==> config.mk <==
export PLATFORM = sky130hd
export DESIGN_NAME = fetch_hazard_ctrl
export DESIGN_NICKNAME = d
export VERILOG_FILES = /design/src/rtl/fetch_hazard_ctrl.sv
export SDC_FILE = /design/constraint.sdc
export NUM_CORES = 1
export LEC_CHECK = 0
export ABC_AREA = 1
export BUFFER_PORTS_ARGS = -buffer_cell sky130_fd_sc_hd__buf_2
export CAP_MARGIN = 40
export CORE_MARGIN = 3
export CORE_UTILIZATION = 45
export DETAILED_ROUTE_END_ITERATION = 8
export PLACE_DENSITY = 0.68
export SLEW_MARGIN = 20
export SYNTH_ARGS = -nofsm -noshare
export SYNTH_HDL_FRONTEND = slang
export SYNTH_SLANG_ARGS = --single-unit
==> constraint.sdc <==
create_clock -name clk -period 4.97 [get_ports clk]
set_clock_uncertainty 0.2 [all_clocks]
set_input_delay 0.994 -clock clk [delete_from_list [all_inputs] [get_ports clk]]
set_output_delay 0.994 -clock clk [all_outputs]
set_load 0.02 [all_outputs]
==> src/rtl/fetch_hazard_ctrl.sv <==
// IF-stage sequencing: load-use stalls, taken-branch redirects and halt handling.
// Control outputs are combinational from the registered state and live inputs.
module fetch_hazard_ctrl #(
    parameter int unsigned LOAD_LATENCY = 1,
    parameter int unsigned FLUSH_CYCLES = 1,
    parameter int unsigned CNT_WIDTH    = 32
) (
    input  logic                 clk,
    input  logic                 reset,
    input  logic                 MemRead_ID_EX,
    input  logic [4:0]           RD_ID_EX,
    input  logic [4:0]           RS1_IF_ID,
    input  logic [4:0]           RS2_IF_ID,
    input  logic                 branch_taken,
    input  logic                 halt_req,
    input  logic                 resume,
    output logic                 PCSrc,
    output logic                 PC_write,
    output logic                 IF_ID_write,
    output logic                 IF_ID_flush,
    output logic                 ID_EX_flush,
    output logic                 halted,
    output logic [CNT_WIDTH-1:0] stall_count,
    output logic [CNT_WIDTH-1:0] flush_count
);

    typedef enum logic [1:0] {
        StRun,
        StStall,
        StFlush,
        StHalt
    } state_e;

    localparam logic [3:0] StallReload = 4'(LOAD_LATENCY - 1);
    localparam logic [3:0] FlushReload = 4'(FLUSH_CYCLES - 1);
    localparam bit         StallMulti  = (LOAD_LATENCY > 1);
    localparam bit         FlushMulti  = (FLUSH_CYCLES > 1);

    state_e               state_q, state_d;
    logic [3:0]           dcnt_q, dcnt_d;
    logic [CNT_WIDTH-1:0] stall_cnt_q, stall_cnt_d;
    logic [CNT_WIDTH-1:0] flush_cnt_q, flush_cnt_d;
    logic                 hazard;

    assign hazard = MemRead_ID_EX && (RD_ID_EX != 5'd0) &&
                    ((RD_ID_EX == RS1_IF_ID) || (RD_ID_EX == RS2_IF_ID));

    always_comb begin
        PCSrc       = 1'b0;
        PC_write    = 1'b0;
        IF_ID_write = 1'b0;
        IF_ID_flush = 1'b0;
        ID_EX_flush = 1'b0;
        halted      = 1'b0;
        state_d     = state_q;
        dcnt_d      = dcnt_q;
        stall_cnt_d = stall_cnt_q;
        flush_cnt_d = flush_cnt_q;

        unique case (state_q)
            StRun, StStall, StFlush: begin
                if (halt_req) begin
                    ID_EX_flush = 1'b1;
                    state_d     = StHalt;
                    dcnt_d      = 4'd0;
                end else if (branch_taken) begin
                    // Redirect; any pending stall or flush window is restarted.
                    PCSrc       = 1'b1;
                    PC_write    = 1'b1;
                    IF_ID_flush = 1'b1;
                    ID_EX_flush = 1'b1;
                    flush_cnt_d = flush_cnt_q + CNT_WIDTH'(1);
                    if (FlushMulti) begin
                        state_d = StFlush;
                        dcnt_d  = FlushReload;
                    end else begin
                        state_d = StRun;
                        dcnt_d  = 4'd0;
                    end
                end else if (state_q == StStall) begin
                    ID_EX_flush = 1'b1;
                    dcnt_d      = dcnt_q - 4'd1;
                    if (dcnt_q <= 4'd1) begin
                        state_d = StRun;
                        dcnt_d  = 4'd0;
                    end
                end else if (state_q == StFlush) begin
                    PC_write    = 1'b1;
                    IF_ID_write = 1'b1;
                    IF_ID_flush = 1'b1;
                    dcnt_d      = dcnt_q - 4'd1;
                    if (dcnt_q <= 4'd1) begin
                        state_d = StRun;
                        dcnt_d  = 4'd0;
                    end
                end else if (hazard) begin
                    ID_EX_flush = 1'b1;
                    stall_cnt_d = stall_cnt_q + CNT_WIDTH'(1);
                    if (StallMulti) begin
                        state_d = StStall;
                        dcnt_d  = StallReload;
                    end
                end else begin
                    PC_write    = 1'b1;
                    IF_ID_write = 1'b1;
                end
            end
            StHalt: begin
                ID_EX_flush = 1'b1;
                halted      = 1'b1;
                if (resume && !halt_req) begin
                    state_d = StRun;
                end
            end
            default: begin
                state_d = StRun;
                dcnt_d  = 4'd0;
            end
        endcase

        if (!reset) begin
            PCSrc       = 1'b0;
            PC_write    = 1'b0;
            IF_ID_write = 1'b0;
            IF_ID_flush = 1'b1;
            ID_EX_flush = 1'b1;
            halted      = 1'b0;
            state_d     = StRun;
            dcnt_d      = 4'd0;
            stall_cnt_d = '0;
            flush_cnt_d = '0;
        end
    end

    // Reset values are folded into the next-state logic above.
    always_ff @(posedge clk) begin
        state_q     <= state_d;
        dcnt_q      <= dcnt_d;
        stall_cnt_q <= stall_cnt_d;
        flush_cnt_q <= flush_cnt_d;
    end

    assign stall_count = stall_cnt_q;
    assign flush_count = flush_cnt_q;

endmodule
# Word level (Yosys, flattened, before mapping)
# Cells that the tools add are included.
[word_totals] ff_bits=70 inputBits=21 output_inout_bits=70 word_cells=74
[classes] n_addsub=3 order_cmp=1 eq_ne=7 n_mux=42 bitwise_logic=4 n_reduce_logical=13
[op_table] cell="32-bit by 1-bit adder with 32-bit output (second input constant)" count=2
[op_table] cell="1-bit 2-to-1 mux" count=29
[op_table] cell="4-bit 2-to-1 mux" count=5
[op_table] cell="2-bit 2-to-1 mux" count=6
[op_table] cell="5-bit equality test" count=2
[op_table] cell="6-bit AND reduction" count=1
[op_table] cell="5-bit inequality test (second input constant)" count=1
[op_table] cell="5-bit nonzero test" count=1
[op_table] cell="2-bit equality test (second input constant)" count=2
[op_table] cell="4-bit by 1-bit <= comparator with 1-bit output (second input constant)" count=1
[op_table] cell="1-bit NOT" count=4
[op_table] cell="2-bit case mux with 2 select lines" count=1
[op_table] cell="2-bit AND reduction" count=2
[op_table] cell="4-bit nonzero test" count=1
[op_table] cell="4-bit by 1-bit subtractor with 4-bit output (second input constant)" count=1
[op_table] cell="1-bit logical AND" count=3
[op_table] cell="3-bit AND reduction" count=1
[op_table] cell="3-bit OR reduction" count=1
[op_table] cell="2-bit by 1-bit equality test with 1-bit output (second input constant)" count=1
[op_table] cell="2-bit logical NOT" count=1
[op_table] cell="2-bit inequality test (second input constant)" count=1
[op_table] cell="1-bit case mux with 2 select lines" count=1
[op_table] cell="1-bit logical NOT" count=1
[op_table] cell="1-bit logical OR" count=1

# Depth between registers and ports, before layout
# Gate-level depths: netlist of the first run.
[logic_depth] depth_word=10 depth_mapped=12 mapped_depth_nobuf=12

# Worst setup path after synthesis of the first run
# Ideal clock, no wire load.
[synth_path] path_type="input port to output port" start="in halt_req" end="out IF_ID_write" t_arrival_ns=2.077 setup_slack_ns=1.699 path_stages=6 n_path_buf=1 cell_sequence="nor2_2 > inv_1 > nor2_1 > buf_2 > nand3_1 > inv_1"
[synth_between] elab_chain_cells=3
[synth_rtl] item="start: declaration" line_no="15" rtl="input logic halt_req,"
[synth_rtl] item="1-bit 2-to-1 mux" line_no="62" rtl="if (halt_req) begin"
[synth_rtl] item="1-bit 2-to-1 mux" line_no="60" rtl="unique case (state_q)"
[synth_rtl] item="1-bit 2-to-1 mux" line_no="121" rtl="if (!reset) begin"
[synth_rtl] item="end: declaration" line_no="19" rtl="output logic IF_ID_write,"
# No other way between the ends.

# Worst setup path in the final report of the first run
[layout_path] start="in RD_ID_EX[0]" end="out PC_write"
[layout_between] elab_chain_cells=10
[layout_rtl] item="start: declaration" line_no="11" rtl="input logic [4:0] RD_ID_EX,"
[layout_rtl] item="5-bit equality test / 5-bit nonzero test (equally long branches)" line_no="46, 45"
[layout_rtl] item="1-bit logical OR / 1-bit logical AND (equally long branches)" line_no="46, 45"
[layout_rtl] item="1-bit logical AND (*)" line_no="45" rtl="assign hazard = MemRead_ID_EX && (RD_ID_EX != 5'd0) &&"
[layout_rtl] item="1-bit 2-to-1 mux (*)" line_no="96" rtl="end else if (hazard) begin"
[layout_rtl] item="1-bit 2-to-1 mux (*)" line_no="87" rtl="end else if (state_q == StFlush) begin"
[layout_rtl] item="1-bit 2-to-1 mux (*)" line_no="80" rtl="end else if (state_q == StStall) begin"
[layout_rtl] item="1-bit 2-to-1 mux (*)" line_no="66" rtl="end else if (branch_taken) begin"
[layout_rtl] item="1-bit 2-to-1 mux (*)" line_no="62"
[layout_rtl] item="1-bit 2-to-1 mux (*)" line_no="60"
[layout_rtl] item="1-bit 2-to-1 mux (*)" line_no="121"
[layout_rtl] item="end: declaration" line_no="18" rtl="output logic PC_write,"
# Every way passes the cells marked *; elsewhere a longest branch is shown, timed or not.

==> results.py, run 1 <==
metrics = {
    "setup_path": {
        "timing.critical_path.to_type": "output port",
        "critPathCapture": "PC_write",
        "r2r_start": "state_q[0]",
        "critical_path_start_type": "input port",
        "worstPathCellList": "buf_2 > inv_1 > nand2_1 > nand2_1 > nor2_1 > nand3_1 > a21oi_1 > buf_4 > inv_1 > nand3_1 > o21ai_0 > buf_2",
        "cp_num_cells": 12,
        "timing.critical_path.slowest_stage_cell": "buf_4",
        "critical_path.max_stage_delay_ps": 270,
        "critical_path_peak_fanout": 20,
        "cp_data_arrival_time_ps": 2370,
        "path_class": "in -> out",
        "cp_top_family": "buffers and inverters",
        "worstPathBufferInverterCount": 5,
        "rr_worst_depth": 7,
        "worst-endpoint-required_ps": 3780,
        "rr_endpoint": "stall_count[27]",
        "crit_start": "RD_ID_EX[0]",
        "rrSetupSlack_ps": 2450,
    },
    "power_and_ir_drop": {
        "power.ir.vdd_worst_v": 0.0001328,
        "swShare_pct": 24.85,
        "power_frac_seq_pct": 49.4,
        "leakagePower_nw": 1.970,
        "cellPowerDensity_nw_per_um2": 215.3,
        "internal_power_mw": 0.7965,
        "comb_power_share_pct": 6.3,
        "clockPowerShare_pct": 44.3,
        "net-switching-power_mw": 0.2634,
    },
    "drt": {
        "vias_per_cell": 5.245,
        "antenna_violating_nets_post_route": 0,
        "first_pass_iters": 6,
        "wl_per_cell_um": 13.83,
        "drt_iter0_drc": 261,
        "post-route-drc-count": 0,
        "via_count": 4710,
        "drt_wl_total_mm": 12.42,
    },
    "synthesis": {
        "synth_top_cell_by_area": "dfxtp_1",
        "synth_enable_flop_cells": 0,
        "synthesis.nets": 722,
        "synth_largest_type_area_fraction_pct": 31.01,
        "yosysWarnings": 0,
        "async_flop_share_pct": 0,
        "syn-cell-area_sq_um": 4197,
        "ys_types": 27,
        "ys_ff_latch": 65,
        "synth.area.top_cells": "dfxtp_1 31%, nand2_1 22%, nor2_1 8.6%",
        "synthFlopType": "dfxtp_1",
        "synthCells": 699,
        "syn_area_per_cell_sq_um": 6.004,
        "synth_sequential_area_ratio_pct": 31.01,
    },
    "sta": {
        "finalCriticalPeriod_ps": 3565,
        "setup_viol": 0,
        "timing.final.max_slew_violations": 0,
        "sum_of_negative_setup_slack_ps": 0,
        "worstMarginPinSlew_ps": 625.8,
        "layout_setup_ws_ps": 1405,
        "max_slew_margin_pct": 58.23,
        "worst_hold_slack_ps": 292.7,
        "min_period_over_period_pct": 71.72,
        "fmaxAchievable_mhz": 280.5,
        "rsz0062_at_grt": "false",
        "hold_violations": 0,
    },
    "final_layout": {
        "n_antenna_cell": 0,
        "finalNetCount": 809,
        "syn_to_final_growth_pct": 17.32,
        "layout-drive-gt1-share_pct": 16.20,
        "num-fill-cells": 908,
    },
    "die": {
        "num_io_pins": 91,
        "floorplan.initialDensity_pct": 47.20,
        "die_y_um": 102.6,
        "core_footprint_sq_um": 8891,
        "die_width_um": 102.6,
        "placement_row_count": 34,
        "design.die.area_sq_um": 10520,
    },
    "worst_hold_path": {
        "min-delay-path-class": "reg -> reg",
        "hold-path-cell-count": 2,
    },
    "clock_tree": {
        "cts-htree-levels": 3,
        "tritoncts": "yes",
        "post_cts_resized": 0,
        "cts.path.max_buffers": 2,
        "postCtsSetupBuffers": 0,
        "cts.clk_slew.worst_paths_ps": 80,
        "clockRootBuffer": "clkbuf_8",
        "cts_hold_buffers": 0,
        "cts_sinks": 65,
        "cts_made_buffers": 9,
        "worstSkewPairLatency_ps": 350,
    },
    "global_routing": {
        "grt_antenna_before_repair": 0,
        "grt_max_degree": 45,
        "global_route.usage.total_pct": 24.03,
        "grt_pass1_wl_mm": 20.23,
        "grt_pass1_vias": 4315,
        "globalRoute.totalOverflow": 0,
    },
    "run": {
        "drv_cap": 0,
    },
    "placement": {
        "detailed_place_hpwl_mm": 9.222,
        "finalWeightedCongestion": 0.9027,
        "preCtsSetupSlack_ps": 1425,
        "numPortBuffers": 90,
    },
    "run_status": {
        "run_status": "complete, no violations",
    },
}
[final cells by class]
cell class	instances	area (sq um)	share of cell area [%]
multi-input combinational	546	2549	51.77
sequential	65	1301	26.43
timing repair buffer	94	480.5	9.759
inverter	70	262.8	5.337
clock buffer	12	155.1	3.151
tap	108	135.1	2.745
clock inverter	3	40.04	0.8132
[cell usage after synthesis (6+ instances only)]
library cell / instances
a21oi_1: 52
buf_2: 9
clkbuf_1: 8
dfxtp_1: 65
inv_1: 70
nand2_1: 245
nand3_1: 41
nand3b_1: 15
nand4_1: 19
nor2_1: 96
nor3_1: 14
o21ai_0: 19
xnor2_1: 6
xor2_1: 11
[layer usage]
metal / up-vias / GRT usage [%] / wire length [um]
li1: 2405 / - / -
met1: 2134 / 30.89 / 5451
met4: 0 / 7.972 / 263
met2: 153 / 39.92 / 5874
met3: 18 / 5.345 / 826
met5: - / 0 / 0
[worst min path at each step]
stage                         start               to  slack [ps]
finish              flush_count[27]  flush_count[27]         290
CTS                 stall_count[31]  stall_count[31]         300
global route        flush_count[27]  flush_count[27]         330
floorplan                state_q[0]       state_q[0]         270
detailed placement  flush_count[27]  flush_count[27]         280
global placement    flush_count[27]  flush_count[27]         280
[worst register-to-register path: stages, from the launching register on]
cell	delay, ps
dfxtp_1	320
nor2_2	220
inv_1	80
nor2_2	490
nand3_1	510
buf_4	400
nand2_1	100
a21oi_1	60
[layout by cell type, fill, tap and decap left out, types with 3 or more instances in the layout]
master      n
o21ai_0    19
nor2_4      5
nor2_1     95
xor2_1     11
a21oi_1    52
clkbuf_8   11
dfxtp_1    65
nand3_2     4
nand2_2     3
nand3b_1   15
buf_4       4
nand4_1    19
nand2_1   245
nor3_1     14
xnor2_1     6
nand3_1    41
inv_1      70
nor2_2      5
buf_2      90
[power by group through the flow]
stage	Combinational [mW]	Clock, mW	Sequential, mW
3_3_place_gp	0.0646	0	0.536
4_1_cts	0.0662	0.479	0.524
6_report	0.0666	0.470	0.524
3_5_place_dp	0.0660	0	0.536
5_1_grt	0.0737	0.498	0.524
2_1_floorplan	0.0410	0	0.537
[registers in the layout, indices dropped and copies added (netlist names)]
register	cells
state_q	1
flush_count	32
stall_count	32
[through the flow]
| stage | instance area (sq um) | utilization, % | total power, mW | std cells |
|---|---|---|---|---|
| 2_1_floorplan | 4197 | - | 0.5776 | 699 |
| 3_3_place_gp | 4728 | 53.18 | 0.6004 | 883 |
| 3_5_place_dp | 4728 | 53.18 | 0.6018 | 883 |
| 4_1_cts | 4923 | 55.38 | 1.069 | 898 |
| 5_1_grt | 4923 | 55.38 | 1.095 | 898 |
| 6_report | 4923 | 55.38 | 1.060 | 898 |
[logic make-up after synthesis]
| group | Yosys count | share of synthesized area, % |
|---|---|---|
| AND/OR/NAND/NOR | 452 | 47.35 |
| buffers and inverters | 88 | 8.318 |
| AO/OA/AOI/OAI | 75 | 9.183 |
| flip-flops | 65 | 31.01 |
| XOR/XNOR | 17 | 3.548 |
| adder cells (fa/ha/maj) | 2 | 0.5962 |
Power figures use the tool's default switching activity.
==> inputs of run 2 (changes only) <==
- clock period: 4.97 -> 3.3 ns (I/O delays scaled with it)
==> run 2 against run 1 <==
Critical path type unchanged. Clock power rose by 40%. Utilization rose by 0.13 points. Largest cell class unchanged. Final cell count rose by 0.45%. First-iteration DRC count fell by 11%. Flip-flop and latch count did not move.
==> results.py, run 2 (synthesis gave the netlist of run 1 again) <==
metrics = {
    "drt": {
        "first_pass_iters": 5,
        "vias_per_cell": 5.225,
        "drt_iter0_drc": 233,
        "wl_per_cell_um": 13.72,
        "antenna_violating_nets_post_route": 0,
        "drt_wl_total_mm": 12.38,
        "post-route-drc-count": 0,
        "via_count": 4713,
    },
    "clock_tree": {
        "cts_hold_buffers": 0,
        "cts_made_buffers": 9,
        "worstSkewPairLatency_ps": 340,
        "postCtsSetupBuffers": 0,
        "tritoncts": "yes",
        "cts.clk_slew.worst_paths_ps": 70,
        "cts.path.max_buffers": 2,
        "post_cts_resized": 0,
        "cts-htree-levels": 3,
        "cts_sinks": 65,
        "clockRootBuffer": "clkbuf_8",
    },
    "sta": {
        "timing.final.max_slew_violations": 0,
        "hold_violations": 0,
        "min_period_over_period_pct": 83.86,
        "worst_hold_slack_ps": 292.8,
        "setup_viol": 0,
        "rsz0062_at_grt": "false",
        "fmaxAchievable_mhz": 361.4,
        "worstMarginPinSlew_ps": 487.5,
        "layout_setup_ws_ps": 532.7,
        "finalCriticalPeriod_ps": 2767,
        "sum_of_negative_setup_slack_ps": 0,
        "max_slew_margin_pct": 67.25,
    },
    "final_layout": {
        "finalNetCount": 813,
        "layout-drive-gt1-share_pct": 16.50,
        "layout.cells.most_common": "nand2_1",
        "finalInstanceArea_sq_um": 4935,
        "finish.utilization_pct": 55.50,
        "most-common-layout-cells": "245 x nand2_1, 95 x nor2_1, 90 x buf_2",
        "syn_to_final_growth_pct": 17.59,
        "n_antenna_cell": 0,
    },
    "die": {
        "floorplan.initialDensity_pct": 47.20,
        "die_y_um": 102.6,
        "placement_row_count": 34,
        "die_width_um": 102.6,
        "design.die.area_sq_um": 10520,
        "num_io_pins": 91,
        "core_footprint_sq_um": 8891,
    },
    "power_and_ir_drop": {
        "comb_power_share_pct": 6.7,
        "cellPowerDensity_nw_per_um2": 314.5,
        "leakagePower_nw": 1.980,
        "net-switching-power_mw": 0.3919,
        "clockPowerShare_pct": 42.4,
        "power_frac_seq_pct": 50.8,
        "swShare_pct": 25.25,
        "internal_power_mw": 1.160,
        "power.ir.vdd_worst_v": 0.0001767,
    },
    "placement": {
        "post_detailed_placement_cell_area_sq_um": 4758,
        "finalWeightedCongestion": 0.9055,
        "detailed_place_hpwl_mm": 9.404,
        "numPortBuffers": 90,
        "preCtsSetupSlack_ps": 526.2,
    },
    "global_routing": {
        "grt_antenna_before_repair": 0,
        "globalRoute.totalOverflow": 0,
        "grt_max_degree": 34,
        "global_route.usage.total_pct": 24.36,
        "grt_pass1_wl_mm": 20.50,
        "grt_pass1_vias": 4413,
    },
    "setup_path": {
        "path_class": "in -> out",
        "rr_endpoint": "stall_count[16]",
        "critical_path_peak_fanout": 4,
        "cp_data_arrival_time_ps": 1910,
        "worst-endpoint-required_ps": 2440,
        "critical_path_start_type": "input port",
        "rr_worst_depth": 8,
        "timing.critical_path.to_type": "output port",
        "rrSetupSlack_ps": 1150,
        "r2r_start": "stall_count[0]",
    },
    "worst_hold_path": {
        "hold-path-cell-count": 2,
        "timing.hold.worst_endpoint": "flush_count[27]",
        "min-delay-path-class": "reg -> reg",
        "timing.hold.worst.start": "flush_count[27]",
    },
    "run": {
        "drv_cap": 0,
    },
    "run_status": {
        "run_status": "complete, no violations",
    },
}
## run 2: changes by cell type in the layout (fill, tap and decap cells not counted), sizes merged
cell / before / now
clkinv: 2 / 3
clkbuf: 12 / 11
buf: 94 / 98
## run 2: how the worst max path moves through the flow
| stage | startpoint | slack, ps | depth (start not counted) | endpoint |
|---|---|---|---|---|
| 2_1_floorplan | halt_req | 700 | 6 | IF_ID_write |
| 4_1_cts | RD_ID_EX[3] | 520 | 11 | PC_write |
| 5_1_grt | RD_ID_EX[1] | 390 | 11 | PC_write |
| 3_5_place_dp | RD_ID_EX[3] | 530 | 11 | PC_write |
| 3_3_place_gp | RD_ID_EX[4] | 530 | 11 | PC_write |
| 6_report | RD_ID_EX[3] | 530 | 11 | PC_write |
## run 2: area by class of cell
class	instances	area, sq um
fill	922	3956
multi-input combinational	546	2549
sequential	65	1301
timing repair buffer	98	510.5
inverter	70	262.8
tap	108	135.1
clock buffer	11	131.4
clock inverter	4	45.04
## run 2: power by group through the flow
stage	Combinational (mW)	Clock, mW	Sequential (mW)
4_1_cts	0.104	0.667	0.789
5_1_grt	0.117	0.699	0.789
6_report	0.104	0.659	0.789
3_5_place_dp	0.103	0	0.807
3_3_place_gp	0.101	0	0.807
2_1_floorplan	0.0618	0	0.808
## run 2: per-stage QoR
step / power (mW) / std cells
floorplan: 0.8698 / 699
global placement: 0.9079 / 887
detailed placement: 0.9101 / 887
CTS: 1.559 / 902
global route: 1.605 / 902
finish: 1.552 / 902
## run 2: worst max-delay path, cell delays in order
cell,delay (ps)
buf_2,110
inv_1,50
nand2_1,60
nand2_1,50
nor2_1,80
nand3_1,100
a21oi_1,300
inv_1,100
nand3_1,70
o21ai_0,120
buf_2,190
## run 2: per-layer routing
layer,track usage [%],part of all wire (%),vias up
li1,-,-,2409
met1,30.83,44,2143
met2,40.47,47,130
met3,4.127,5.7,31
met4,11.20,3.1,0
met5,0,0,-
